==> src/rtl/pwm_serial_gen.sv <==
// pwm_serial_gen: multi-channel PWM generator with a shared period counter.
//
// Each channel has a run-time programmable duty. Writes go to a pending
// array, which is copied into the active array when the period wraps, so a
// channel's duty never changes part way through a period. Compare bits are
// evaluated one channel per cycle, shifted into an internal register, and
// the complete NUM_CH-bit word is latched onto pwm once per scan frame. The
// same serial bit and latch strobe are exported to drive an external
// shift-register chain.
//
// Build option:
//   PWM_POLARITY_EN - adds a per-channel polarity input that inverts the
//                     compare bit while running (idle outputs stay 0).
//
// Ports:
//   clk           clock
//   reset         asynchronous, active-high reset
//   enable        run when high; low forces the scan/counter idle
//   period        terminal count, sampled only when the counter wraps
//   wr_en         single-cycle duty write strobe
//   wr_ch         channel index of the write (out-of-range ignored)
//   wr_duty       duty value; channel is high while cnt < duty
//   polarity      per-channel output inversion (PWM_POLARITY_EN only)
//   pwm           latched parallel PWM word, bit k = channel k
//   ser_data      compare bit evaluated this cycle
//   ser_latch     one-cycle pulse in the cycle pwm updates
//   period_start  one-cycle pulse in the cycle after the counter wraps
module pwm_serial_gen #(
  parameter int NUM_CH     = 8,
  parameter int CNT_W      = 8,
  parameter int PERIOD_RST = 99
) (
  input  logic                       clk,
  input  logic                       reset,
  input  logic                       enable,
  input  logic [CNT_W-1:0]           period,
  input  logic                       wr_en,
  input  logic [$clog2(NUM_CH)-1:0]  wr_ch,
  input  logic [CNT_W-1:0]           wr_duty,
`ifdef PWM_POLARITY_EN
  input  logic [NUM_CH-1:0]          polarity,
`endif
  output logic [NUM_CH-1:0]          pwm,
  output logic                       ser_data,
  output logic                       ser_latch,
  output logic                       period_start
);

  localparam int IDX_W = $clog2(NUM_CH);

  logic [CNT_W-1:0]  cnt_q, cnt_d;
  logic [CNT_W-1:0]  per_q, per_d;
  logic [IDX_W-1:0]  idx_q, idx_d;
  logic [NUM_CH-1:0] shift_q, shift_d;
  logic [NUM_CH-1:0] pwm_q, pwm_d;
  logic              ser_data_q, ser_data_d;
  logic              ser_latch_q, ser_latch_d;
  logic              period_start_q, period_start_d;
  logic [CNT_W-1:0]  pend_q [NUM_CH];
  logic [CNT_W-1:0]  pend_d [NUM_CH];
  logic [CNT_W-1:0]  act_q  [NUM_CH];
  logic [CNT_W-1:0]  act_d  [NUM_CH];

  logic wrap;
  logic last_ch;
  logic cmp_bit;

  always_comb begin
    wrap    = enable && (cnt_q == per_q);
    last_ch = (idx_q == IDX_W'(NUM_CH - 1));
    cmp_bit = (cnt_q < act_q[idx_q]);
`ifdef PWM_POLARITY_EN
    cmp_bit = cmp_bit ^ polarity[idx_q];
`endif
  end

  always_comb begin
    cnt_d          = cnt_q;
    per_d          = per_q;
    idx_d          = idx_q;
    shift_d        = shift_q;
    pwm_d          = pwm_q;
    ser_data_d     = ser_data_q;
    ser_latch_d    = ser_latch_q;
    period_start_d = period_start_q;
    act_d          = act_q;
    pend_d         = pend_q;

    // Matching by loop index means out-of-range channel numbers never hit.
    for (int k = 0; k < NUM_CH; k++) begin
      if (wr_en && (wr_ch == IDX_W'(k))) begin
        pend_d[k] = wr_duty;
      end
    end

    if (enable) begin
      ser_data_d  = cmp_bit;
      shift_d     = {cmp_bit, shift_q[NUM_CH-1:1]};
      idx_d       = last_ch ? '0 : idx_q + IDX_W'(1);
      // Latch the frame including this cycle's bit, so no extra cycle is lost.
      pwm_d       = last_ch ? {cmp_bit, shift_q[NUM_CH-1:1]} : pwm_q;
      ser_latch_d = last_ch;
      period_start_d = wrap;
      if (wrap) begin
        cnt_d = '0;
        act_d = pend_q;  // pre-write pending: a same-edge write waits a period
        per_d = period;
      end else begin
        cnt_d = cnt_q + CNT_W'(1);
      end
    end else begin
      cnt_d          = '0;
      idx_d          = '0;
      shift_d        = '0;
      pwm_d          = '0;
      ser_data_d     = 1'b0;
      ser_latch_d    = 1'b0;
      period_start_d = 1'b0;
    end
  end

  always_ff @(posedge clk or posedge reset) begin
    if (reset) begin
      cnt_q          <= '0;
      per_q          <= CNT_W'(PERIOD_RST);
      idx_q          <= '0;
      shift_q        <= '0;
      pwm_q          <= '0;
      ser_data_q     <= 1'b0;
      ser_latch_q    <= 1'b0;
      period_start_q <= 1'b0;
      for (int k = 0; k < NUM_CH; k++) begin
        pend_q[k] <= '0;
        act_q[k]  <= '0;
      end
    end else begin
      cnt_q          <= cnt_d;
      per_q          <= per_d;
      idx_q          <= idx_d;
      shift_q        <= shift_d;
      pwm_q          <= pwm_d;
      ser_data_q     <= ser_data_d;
      ser_latch_q    <= ser_latch_d;
      period_start_q <= period_start_d;
      pend_q         <= pend_d;
      act_q          <= act_d;
    end
  end

  assign pwm          = pwm_q;
  assign ser_data     = ser_data_q;
  assign ser_latch    = ser_latch_q;
  assign period_start = period_start_q;

endmodule

==> config.mk <==
export PLATFORM = sky130hd
export DESIGN_NAME = pwm_serial_gen
export DESIGN_NICKNAME = d
export VERILOG_FILES = /design/src/rtl/pwm_serial_gen.sv
export SDC_FILE = /design/constraint.sdc
export NUM_CORES = 1
export LEC_CHECK = 0
export CAP_MARGIN = 10
export CORE_ASPECT_RATIO = 1.75
export CORE_MARGIN = 5
export CORE_UTILIZATION = 40
export CTS_BUF_LIST = sky130_fd_sc_hd__clkbuf_16
export DETAILED_ROUTE_END_ITERATION = 10
export GPL_TIMING_DRIVEN = 0
export PLACE_DENSITY_LB_ADDON = 0.15
export SLEW_MARGIN = 10
export SYNTH_ARGS = -nofsm -noshare
export SYNTH_HDL_FRONTEND = slang
export SYNTH_SLANG_ARGS = --single-unit
==> constraint.sdc <==
create_clock -name clk -period 7.1 [get_ports clk]
set_clock_uncertainty 0.1 [all_clocks]
set_input_delay 1.065 -clock clk [delete_from_list [all_inputs] [get_ports clk]]
set_output_delay 1.065 -clock clk [all_outputs]
set_load 0.03 [all_outputs]
==> results.sh, run 1 <==
export IMPL_track_usage_pct=17.14
export IMPL_hold_depth=2
export IMPL_gp_congestion=0.7988
export IMPL_combPwrFrac_pct=19.6
export IMPL_status="finished clean"
export IMPL_syn2layout_area_growth_pct=16.99
export IMPL_cp_max_fo=10
export IMPL_synth_seq_cells=164
export IMPL_yosysSeqAreaShare_pct=59.12
export IMPL_rsz0062_at_grt="false"
export IMPL_p_int_w=0.001946
export IMPL_antenna_cells=0
export IMPL_hold_viol=0
export IMPL_netlist_area_leader_share_pct=57.61
export IMPL_numCtsBuffers=17
export IMPL_period_needed_ps=3137
export IMPL_synth_top_cell_by_area="dfrtp_1"
export IMPL_design_core_area_sq_um=17030
export IMPL_dp_slack_ps=3904
export IMPL_drv_cap=0
export IMPL_p_leak_nw=3.874
export IMPL_worstSetupEndpointType="flop"
export IMPL_fin_ws_ps=3963
export IMPL_antenna_found_initial=0
export IMPL_setup_tns_ps=0
export IMPL_synth_area_leaders="dfrtp_1 58%, nand2_1 12%, mux2_2 10%"
export IMPL_cts_resized=0
export IMPL_avgViaCountPerCell=4.850
export IMPL_min_path_type="flop to flop"
export IMPL_first_pass_iters=4
export IMPL_cts_max_path_buffers=2
export IMPL_powerDensity_nw_per_um2=339.7
export IMPL_yosys_warnings=0
export IMPL_worstPathRequired_ps=7360
export IMPL_drc=0
export IMPL_synthesis_area_sq_um=6950
export IMPL_drive_gt1_share_pct=21.00
export IMPL_portBuffers=29
export IMPL_timing_rr_end="pwm[7]"
export IMPL_path_clk_slew_ps=70
export IMPL_dieArea_sq_um=20220
export IMPL_synthCells=595
export IMPL_dp_hpwl_um=10620
export IMPL_ir_worst_vdd_uv=142.5
export IMPL_tightest_slew_ps=985.3
export IMPL_initial_core_util_pct=40.82
export IMPL_grt_pass1_vias=4745
export IMPL_hold_end="per_q[6]"
export IMPL_post_cts_setup_buffer_count=0
export IMPL_syn_area_per_cell_sq_um=11.68
export IMPL_wirelength_um=15510
export IMPL_cts_tree="built"
export IMPL_slew_violations=0
export IMPL_critPathKind="flop to flop"
export IMPL_rows=63
export IMPL_cp_start_kind="flop"
export IMPL_cp_arrival_ps=3390
export IMPL_die_y_um=184.4
export IMPL_crit_reg2reg_launch="idx_q[1]"
export IMPL_seqPwrFrac_pct=48.0
export IMPL_report_final_setup_viol=0
export IMPL_stdcell_count=884
export IMPL_cts_hold_buf=0
export IMPL_via_count=4287
export IMPL_finalNetCount=677
export IMPL_fp_dieW_um=109.6
export IMPL_fmax_ghz=0.3188
export IMPL_p_switching_w=0.0008164
export IMPL_cts_num_sinks=164
export IMPL_cts_root_buf="clkbuf_16"
export IMPL_rrSetupSlack_ps=3960
export IMPL_wl_per_cell_um=17.55
export IMPL_grt_overflow=0
export IMPL_switching_share_pct=29.55
export IMPL_post_place_cells=852
export IMPL_ys_types=34
export IMPL_drt_iter0_drc=146
export IMPL_num_io_pins=34
export IMPL_grt_pass1_wl_um=25720
export IMPL_max_slew_margin_pct=33.95
export IMPL_holdWs_ps=361.0
export IMPL_min_from="per_q[6]"
export IMPL_ant_nets=0
export IMPL_syn_num_nets=628
export IMPL_clock_latency_ps=420
export IMPL_rr_worst_depth=9
export IMPL_post_route_period_util_pct=44.18
export IMPL_htree_levels=4
export IMPL_power_frac_clock_pct=32.4
export IMPL_grt_max_degree=110
-- cells in the mapped netlist (all sizes together) --
library cell  count
mux4             15
nand3             7
nand4b            3
and3              3
nor2             11
inv               4
ha               10
nand4             3
nand2           223
mux2             64
dfstp             4
or3               1
a21oi             2
a311oi            1
nand2b            1
o2111ai           2
a21o              1
nor3b             3
xnor2             9
dfrtp           160
buf              18
xor2              5
mux2i            16
and2              9
clkbuf            8
o211a             1
nor3              4
nor2b             7
-- final cells by class --
class | instances | area [sq um]
Clock inverter | 15 | 146.4
Sequential cell | 164 | 4109
Buffer | 26 | 148.9
Clock buffer | 17 | 425.4
Timing Repair Buffer | 30 | 317.8
Multi-Input combinational cell | 401 | 2678
Tap cell | 227 | 284.0
Inverter | 4 | 22.52
Fill cell | 1609 | 8895
-- worst max-delay path, stage by stage (launching register included) --
cell and delay, ps:
dfrtp_1 360, buf_4 210, buf_1 660, mux4_2 460
mux2i_1 180, ha_1 260, a21oi_1 170, o2111ai_1 130
a311oi_1 360, a21o_1 180
-- metal layers --
metal  track usage, %  vias up  part of all wire [%]
met2            31.93       59                    57
met3            3.260       19                   2.3
li1                 -     2073                     -
met5                0        -                     0
met4            5.392        0                   2.0
met1            19.32     2136                    39
-- through the flow --
stage / total power [W] / instance area [sq um] / util, %
after floorplan: 0.001718 / 6950 / -
after global placement: 0.001868 / 7525 / 44.19
after detailed placement: 0.001899 / 7560 / 44.40
after CTS: 0.002795 / 8132 / 47.76
after global routing: 0.002940 / 8132 / 47.76
final: 0.002762 / 8132 / 47.76
-- state kept, by name (all words and copies together), names as in the netlist --
name          flops
ser_latch         1
shift_q           6
pend_q           64
pwm               8
act_q            64
idx_q             3
per_q             8
ser_data          1
cnt_q             8
period_start      1
-- power by group through the flow --
stage	Combinational, W	Clock, W	Sequential (W)
after CTS	0.000554	0.000912	0.00133
after global placement	0.000533	0	0.00133
after floorplan	0.000409	0	0.00131
after global routing	0.000623	0.000957	0.00136
after detailed placement	0.000552	0	0.00135
final	0.000541	0.000895	0.00133
-- how the worst max path moves through the flow --
stage / from / end / slack [ps] / cells after the start
floorplan: reset / act_q[0] / 1510 / 1
global placement: reset / pend_q[46] / -450 / 2
detailed placement: idx_q[1] / pwm[7] / 3900 / 9
CTS: idx_q[1] / pwm[7] / 3880 / 9
global route: idx_q[0] / pwm[7] / 3690 / 9
finish: idx_q[1] / pwm[7] / 3960 / 9
-- cell usage in the layout, fill, tap and decap left out, types with 2 or more instances in the layout --
cell type,instances
nor2_1,11
nand3_1,7
xnor2_1,9
inv_1,3
and2_1,9
o2111ai_1,2
inv_8,4
nand4_1,3
mux2i_1,16
nor2b_1,7
dfrtp_1,160
buf_6,4
and3_1,3
dfstp_2,4
clkbuf_16,17
inv_6,5
nor3b_2,2
a21oi_1,2
buf_2,11
nand2_1,223
mux4_2,15
clkinvlp_4,3
nor3_2,3
buf_4,2
clkbuf_1,8
ha_1,10
mux2_2,64
nand4b_1,3
xor2_1,5
clkdlybuf4s50_1,29
-- cells by family (layout without fill, tap and decap cells) --
family / after synthesis / in the layout / share of synthesized area [%]
and+or+nand+nor: 275 / 275 / 16.65
DFF: 164 / 164 / 59.12
muxes: 95 / 95 / 17.53
buffers and inverters: 30 / 92 / 2.358
xor gates and xnor gates: 14 / 14 / 1.764
adders and majority gates: 10 / 10 / 1.800
AOI/OAI and AO/OA: 7 / 7 / 0.7742
Note: power is estimated with default switching activity, not from simulation.
==> inputs of run 2 (changes only) <==
==> constraint.sdc (replaced) <==
create_clock -name clk -period 3.15 [get_ports clk]
set_clock_uncertainty 0.1 [all_clocks]
set_input_delay 0.4725 -clock clk [delete_from_list [all_inputs] [get_ports clk]]
set_output_delay 0.4725 -clock clk [all_outputs]
set_load 0.03 [all_outputs]
==> run 2 against run 1 <==
Net effect: flip-flop and latch count unchanged; register-to-register slack got worse by 3800 ps; critical path depth is 1 lower; design area grew 1.0%; combinational power rose by 130%; largest power group unchanged; hold slack improved by 0.76 ps; highest routed layer unchanged; via count grew 2.0%; maximum frequency grew 6.1%; clock power is 130% higher.
==> results.sh, run 2 (synthesis results as in run 1) <==
export IMPL_clock_latency_ps=420
export IMPL_gr_usage_met3_pct=3.225
export IMPL_drc=0
export IMPL_powerDensity_nw_per_um2=769.3
export IMPL_slew_violations=0
export IMPL_use_met1_pct=19.05
export IMPL_rows=63
export IMPL_multiInputGateArea_sq_um=2678
export IMPL_critical_path_max_stage_delay_ps=550
export IMPL_utilization_pct=48.25
export IMPL_path_buf_inv=2
export IMPL_grt_max_degree=40
export IMPL_fmax_ghz=0.3384
export IMPL_cp_arrival_ps=3210
export IMPL_layout_commonest_cell="nand2_1"
export IMPL_total_power_w=0.006320
export IMPL_power_frac_clock_pct=33.0
export IMPL_cts_num_sinks=164
export IMPL_avgViaCountPerCell=4.931
export IMPL_cp_start_kind="flop"
export IMPL_period_needed_ps=2955
export IMPL_switching_share_pct=29.20
export IMPL_n_fill_cell=1573
export IMPL_drv_cap=0
export IMPL_numCtsBuffers=17
export IMPL_regArea_sq_um=4109
export IMPL_drt_iter0_drc=188
export IMPL_num_io_pins=34
export IMPL_p_switching_w=0.001846
export IMPL_dp_slack_ps=-40.41
export IMPL_report_final_setup_viol=0
export IMPL_grt_overflow=0
export IMPL_htree_levels=4
export IMPL_cts_root_buf="clkbuf_16"
export IMPL_rr_worst_depth=8
export IMPL_dp_hpwl_um=11050
export IMPL_top_usage_layer="met2"
export IMPL_path_clk_slew_ps=70
export IMPL_cts_max_path_buffers=2
export IMPL_globalRouteMet2Util_pct=32.00
export IMPL_dieArea_sq_um=20220
export IMPL_fp_dieW_um=109.6
export IMPL_cts_tree="built"
export IMPL_max_slew_margin_pct=34.72
export IMPL_combPwrFrac_pct=19.6
export IMPL_min_path_type="primary input to asynchronous set/reset pin"
export IMPL_crit_cells=8
export IMPL_seqPwrFrac_pct=47.5
export IMPL_critPathKind="flop to flop"
export IMPL_design_core_area_sq_um=17030
export IMPL_first_pass_iters=4
export IMPL_worstSetupEndpointType="flop"
export IMPL_ant_nets=0
export IMPL_wl_per_cell_um=17.68
export IMPL_post_cts_setup_buffer_count=0
export IMPL_finalNetCount=680
export IMPL_cp_cell_sequence="buf_4, clkdlybuf4s15_2, mux4_2, mux2i_1, ha_1, o211a_1, a311oi_1, a21o_1"
export IMPL_reg_largest_list="act_q x64, pend_q x64"
export IMPL_gp_congestion=0.7963
export IMPL_drive_gt1_share_pct=21.67
export IMPL_tightest_slew_ps=974.0
export IMPL_cp_max_fo=10
export IMPL_via_count=4374
export IMPL_rsz0062_at_grt="false"
export IMPL_die_y_um=184.4
export IMPL_status="finished clean"
export IMPL_wirelength_um=15680
export IMPL_cp_slowest_cell="mux4_2"
export IMPL_hold_viol=0
export IMPL_antenna_cells=0
export IMPL_track_usage_pct=16.99
export IMPL_p_int_w=0.004474
export IMPL_most_common_layout_cells="223 x nand2_1, 160 x dfrtp_1, 64 x mux2_2"
export IMPL_worstPathRequired_ps=3400
export IMPL_syn2layout_area_growth_pct=18.20
export IMPL_post_route_period_util_pct=93.82
export IMPL_initial_core_util_pct=40.82
export IMPL_p_leak_nw=3.909
export IMPL_cpLargestDelayFamily="multiplexers"
export IMPL_fin_ws_ps=194.5
export IMPL_ir_worst_vdd_uv=384.5
export IMPL_grt_pass1_vias=4595
export IMPL_grt_pass1_wl_um=25280
export IMPL_antenna_found_initial=0
export IMPL_portBuffers=29
run 2: per-stage QoR:
stage,TNS [ps],cell area [sq um],hold slack (ps),cells
2_1_floorplan,0,6954,332.6,595
3_5_place_dp,-40.41,7609,352.3,855
3_3_place_gp,-113610,7528,343.7,851
5_1_grt,0,8215,383.0,887
4_1_cts,0,8213,364.0,887
6_report,0,8215,361.8,887
run 2: area by class of cell:
cell class	instances	share of cell area, %
buffer	26	1.965
clock buffer	17	5.178
clock inverter	15	2.056
inverter	4	0.2284
multi-input combinational	401	32.59
sequential	164	50.02
tap	227	3.457
timing repair buffer	33	4.508
run 2: path summary, 6_finish.rpt:
kind	startpoint	end	slack, ps
max reg2reg	idx_q[1]	pwm[7]	190
max in group asynchronous	reset	pend_q[37]	1750
max	idx_q[1]	pwm[7]	190
min	reset	pend_q[25]	360
min in group clk	act_q[43]	act_q[43]	360
min reg2reg	act_q[43]	act_q[43]	360
run 2: what timing repair did:
item | 4_1_cts | 5_1_grt
pin swaps | 0 | 0
resized for setup | 3 | 1
setup endpoints to repair | 1 | 1
hold endpoints to repair | 0 | 0
hold buffers | 0 | 0
run 2: power by group through the flow:
| stage | combinational, W | sequential, W | clock (W) |
|---|---|---|---|
| 2_1_floorplan | 0.000922 | 0.00295 | 0 |
| 3_3_place_gp | 0.00120 | 0.00301 | 0 |
| 3_5_place_dp | 0.00126 | 0.00304 | 0 |
| 4_1_cts | 0.00126 | 0.00300 | 0.00213 |
| 5_1_grt | 0.00140 | 0.00307 | 0.00222 |
| 6_report | 0.00124 | 0.00300 | 0.00208 |
run 2: layer usage:
layer / vias up / wire length [um]
li1: 2081 / -
met1: 2215 / 6069
met2: 65 / 8980
met3: 13 / 446
met4: 0 / 184
met5: - / 0
==> inputs of run 3 (changes only) <==
--- a/config.mk
+++ b/config.mk
@@ -5,14 +5,13 @@
 export SDC_FILE = /design/constraint.sdc
 export NUM_CORES = 1
 export LEC_CHECK = 0
-export CAP_MARGIN = 10
 export CORE_ASPECT_RATIO = 1.75
-export CORE_MARGIN = 5
 export CORE_UTILIZATION = 40
 export CTS_BUF_LIST = sky130_fd_sc_hd__clkbuf_16
 export DETAILED_ROUTE_END_ITERATION = 10
 export GPL_TIMING_DRIVEN = 0
 export PLACE_DENSITY_LB_ADDON = 0.15
+export SETUP_SLACK_MARGIN = 0.1
 export SLEW_MARGIN = 10
 export SYNTH_ARGS = -nofsm -noshare
 export SYNTH_HDL_FRONTEND = slang
==> run 3 against run 2 <==
Net effect: register-to-register slack better by 20 ps; final cell count decreased by 0.11%; hold slack worse by 0.63 ps; sequential power barely moved; critical path type unchanged; critical endpoint unchanged; largest cell class unchanged.
==> results.sh, run 3 (synthesis results as in run 1) <==
export IMPL_cts_hold_buf=0
export IMPL_reg_largest_list="act_q x64, pend_q x64"
export IMPL_cpLargestDelayFamily="multiplexers"
export IMPL_dp_hpwl_um=11010
export IMPL_wl_per_cell_um=17.69
export IMPL_n_fill_cell=1555
export IMPL_min_from="act_q[53]"
export IMPL_antenna_found_initial=0
export IMPL_hold_viol=0
export IMPL_grt_pass1_wl_um=25360
export IMPL_rrSetupSlack_ps=210
export IMPL_report_final_setup_viol=0
export IMPL_fmax_ghz=0.3401
export IMPL_antenna_cells=0
export IMPL_post_route_period_util_pct=93.34
export IMPL_first_pass_iters=6
export IMPL_cts_max_path_buffers=2
export IMPL_path_clk_slew_ps=60
export IMPL_drt_iter0_drc=213
export IMPL_path_buf_inv=2
export IMPL_critical_path_max_stage_delay_ps=540
export IMPL_post_place_cells=855
export IMPL_tightest_slew_ps=1023
export IMPL_initial_core_util_pct=41.01
export IMPL_cp_max_fo=10
export IMPL_rows=63
export IMPL_worstPathRequired_ps=3410
export IMPL_gp_congestion=0.7775
export IMPL_status="finished clean"
export IMPL_drive_gt1_share_pct=21.70
export IMPL_grt_max_degree=41
export IMPL_cts_num_sinks=164
export IMPL_p_leak_nw=3.937
export IMPL_power_frac_clock_pct=35.3
export IMPL_cp_cell_sequence="clkbuf_4, buf_4, mux4_2, mux2i_1, ha_1, nand2_1, o2111ai_1, a311oi_1, a21o_1"
export IMPL_dieArea_sq_um=17930
export IMPL_cp_slowest_cell="mux4_2"
export IMPL_cts_tree="built"
export IMPL_min_path_type="flop to flop"
export IMPL_grt_overflow=0
export IMPL_worstSetupEndpointType="flop"
export IMPL_p_int_w=0.004765
export IMPL_stdcell_count=886
export IMPL_num_io_pins=34
export IMPL_crit_reg2reg_launch="idx_q[0]"
export IMPL_ir_worst_vdd_uv=373.1
export IMPL_portBuffers=29
export IMPL_setup_tns_ps=0
export IMPL_design_core_area_sq_um=16950
export IMPL_total_power_w=0.006557
export IMPL_post_cts_setup_buffer_count=0
export IMPL_period_needed_ps=2940
export IMPL_multiInputGateArea_sq_um=2678
export IMPL_most_common_layout_cells="223 x nand2_1, 160 x dfrtp_1, 64 x mux2_2"
export IMPL_hold_depth=2
export IMPL_cp_arrival_ps=3200
export IMPL_critPathKind="flop to flop"
export IMPL_switching_share_pct=27.33
export IMPL_drc=0
export IMPL_holdWs_ps=361.2
export IMPL_rr_worst_depth=9
export IMPL_die_y_um=176.4
export IMPL_timing_rr_end="pwm[7]"
export IMPL_avgViaCountPerCell=4.947
export IMPL_grt_pass1_vias=4732
export IMPL_numCtsBuffers=17
export IMPL_clock_latency_ps=420
export IMPL_slew_violations=0
export IMPL_drv_cap=0
export IMPL_hold_end="act_q[53]"
export IMPL_cp_start_kind="flop"
export IMPL_layout_commonest_cell="nand2_1"
export IMPL_finalNetCount=680
export IMPL_combPwrFrac_pct=18.9
export IMPL_regArea_sq_um=4109
export IMPL_rsz0062_at_grt="false"
export IMPL_track_usage_pct=19.64
export IMPL_syn2layout_area_growth_pct=19.06
export IMPL_via_count=4383
export IMPL_wirelength_um=15670
export IMPL_powerDensity_nw_per_um2=792.4
export IMPL_htree_levels=4
export IMPL_p_switching_w=0.001792
export IMPL_max_slew_margin_pct=31.41
export IMPL_fp_dieW_um=101.6
export IMPL_seqPwrFrac_pct=45.7
export IMPL_cts_root_buf="clkbuf_16"
export IMPL_ant_nets=0
run 3: area by class of cell:
| cell class | instances | area share [%] |
|---|---|---|
| Sequential cell | 164 | 49.65 |
| Multi-Input combinational cell | 401 | 32.36 |
| Clock buffer | 17 | 5.141 |
| Timing Repair Buffer | 33 | 4.475 |
| Tap cell | 227 | 3.432 |
| Clock inverter | 14 | 2.842 |
| Buffer | 26 | 1.875 |
| Inverter | 4 | 0.2268 |
run 3: worst reg2reg max path: stages, from the launching register on:
cell and delay (ps):
dfrtp_1 360, clkbuf_4 290, buf_4 300, mux4_2 550, mux2i_1 250, ha_1 310, nand2_1 70, o2111ai_1 130
a311oi_1 350, a21o_1 170
run 3: worst max path at each step:
| stage | cells past startpoint | slack [ps] | endpoint | startpoint |
|---|---|---|---|---|
| 2_1_floorplan | 1 | 500 | act_q[0] | reset |
| 3_3_place_gp | 2 | -770 | pend_q[46] | reset |
| 3_5_place_dp | 9 | -9 | pwm[7] | idx_q[0] |
| 4_1_cts | 9 | 100 | pwm[7] | idx_q[0] |
| 5_1_grt | 9 | 140 | pwm[7] | idx_q[0] |
| 6_report | 9 | 210 | pwm[7] | idx_q[0] |
run 3: routing by layer:
metal  share of wire (%)  up-vias  GRT usage (%)  wire (um)
li1                    -     2068              -          -
met1                  38     2212          21.17       5986
met2                  56       80          36.60       8849
met3                 2.6       23          3.919        400
met4                 2.8        0          7.729        436
met5                   0        -              0          0
run 3: repair_timing:
action                                  CTS  global route
endpoints found under the setup margin    2             1
pin swaps                                 0             0
hold endpoints to repair                  0             0
resized for setup                         2             1
gates cloned                              0             0
run 3: power by group through the flow:
stage | clock, W | combinational (W) | sequential (W)
floorplan | 0 | 0.000922 | 0.00295
global placement | 0 | 0.00120 | 0.00301
detailed placement | 0 | 0.00126 | 0.00304
CTS | 0.00236 | 0.00127 | 0.00300
global route | 0.00245 | 0.00141 | 0.00307
finish | 0.00232 | 0.00124 | 0.00300
run 3: through the flow:
stage,util [%],area (sq um),setup WS [ps]
2_1_floorplan,-,6954,496.0
3_3_place_gp,44.42,7528,-765.8
3_5_place_dp,44.89,7609,-9.388
4_1_cts,48.82,8273,104.3
5_1_grt,48.83,8275,141.7
6_report,48.83,8275,209.8
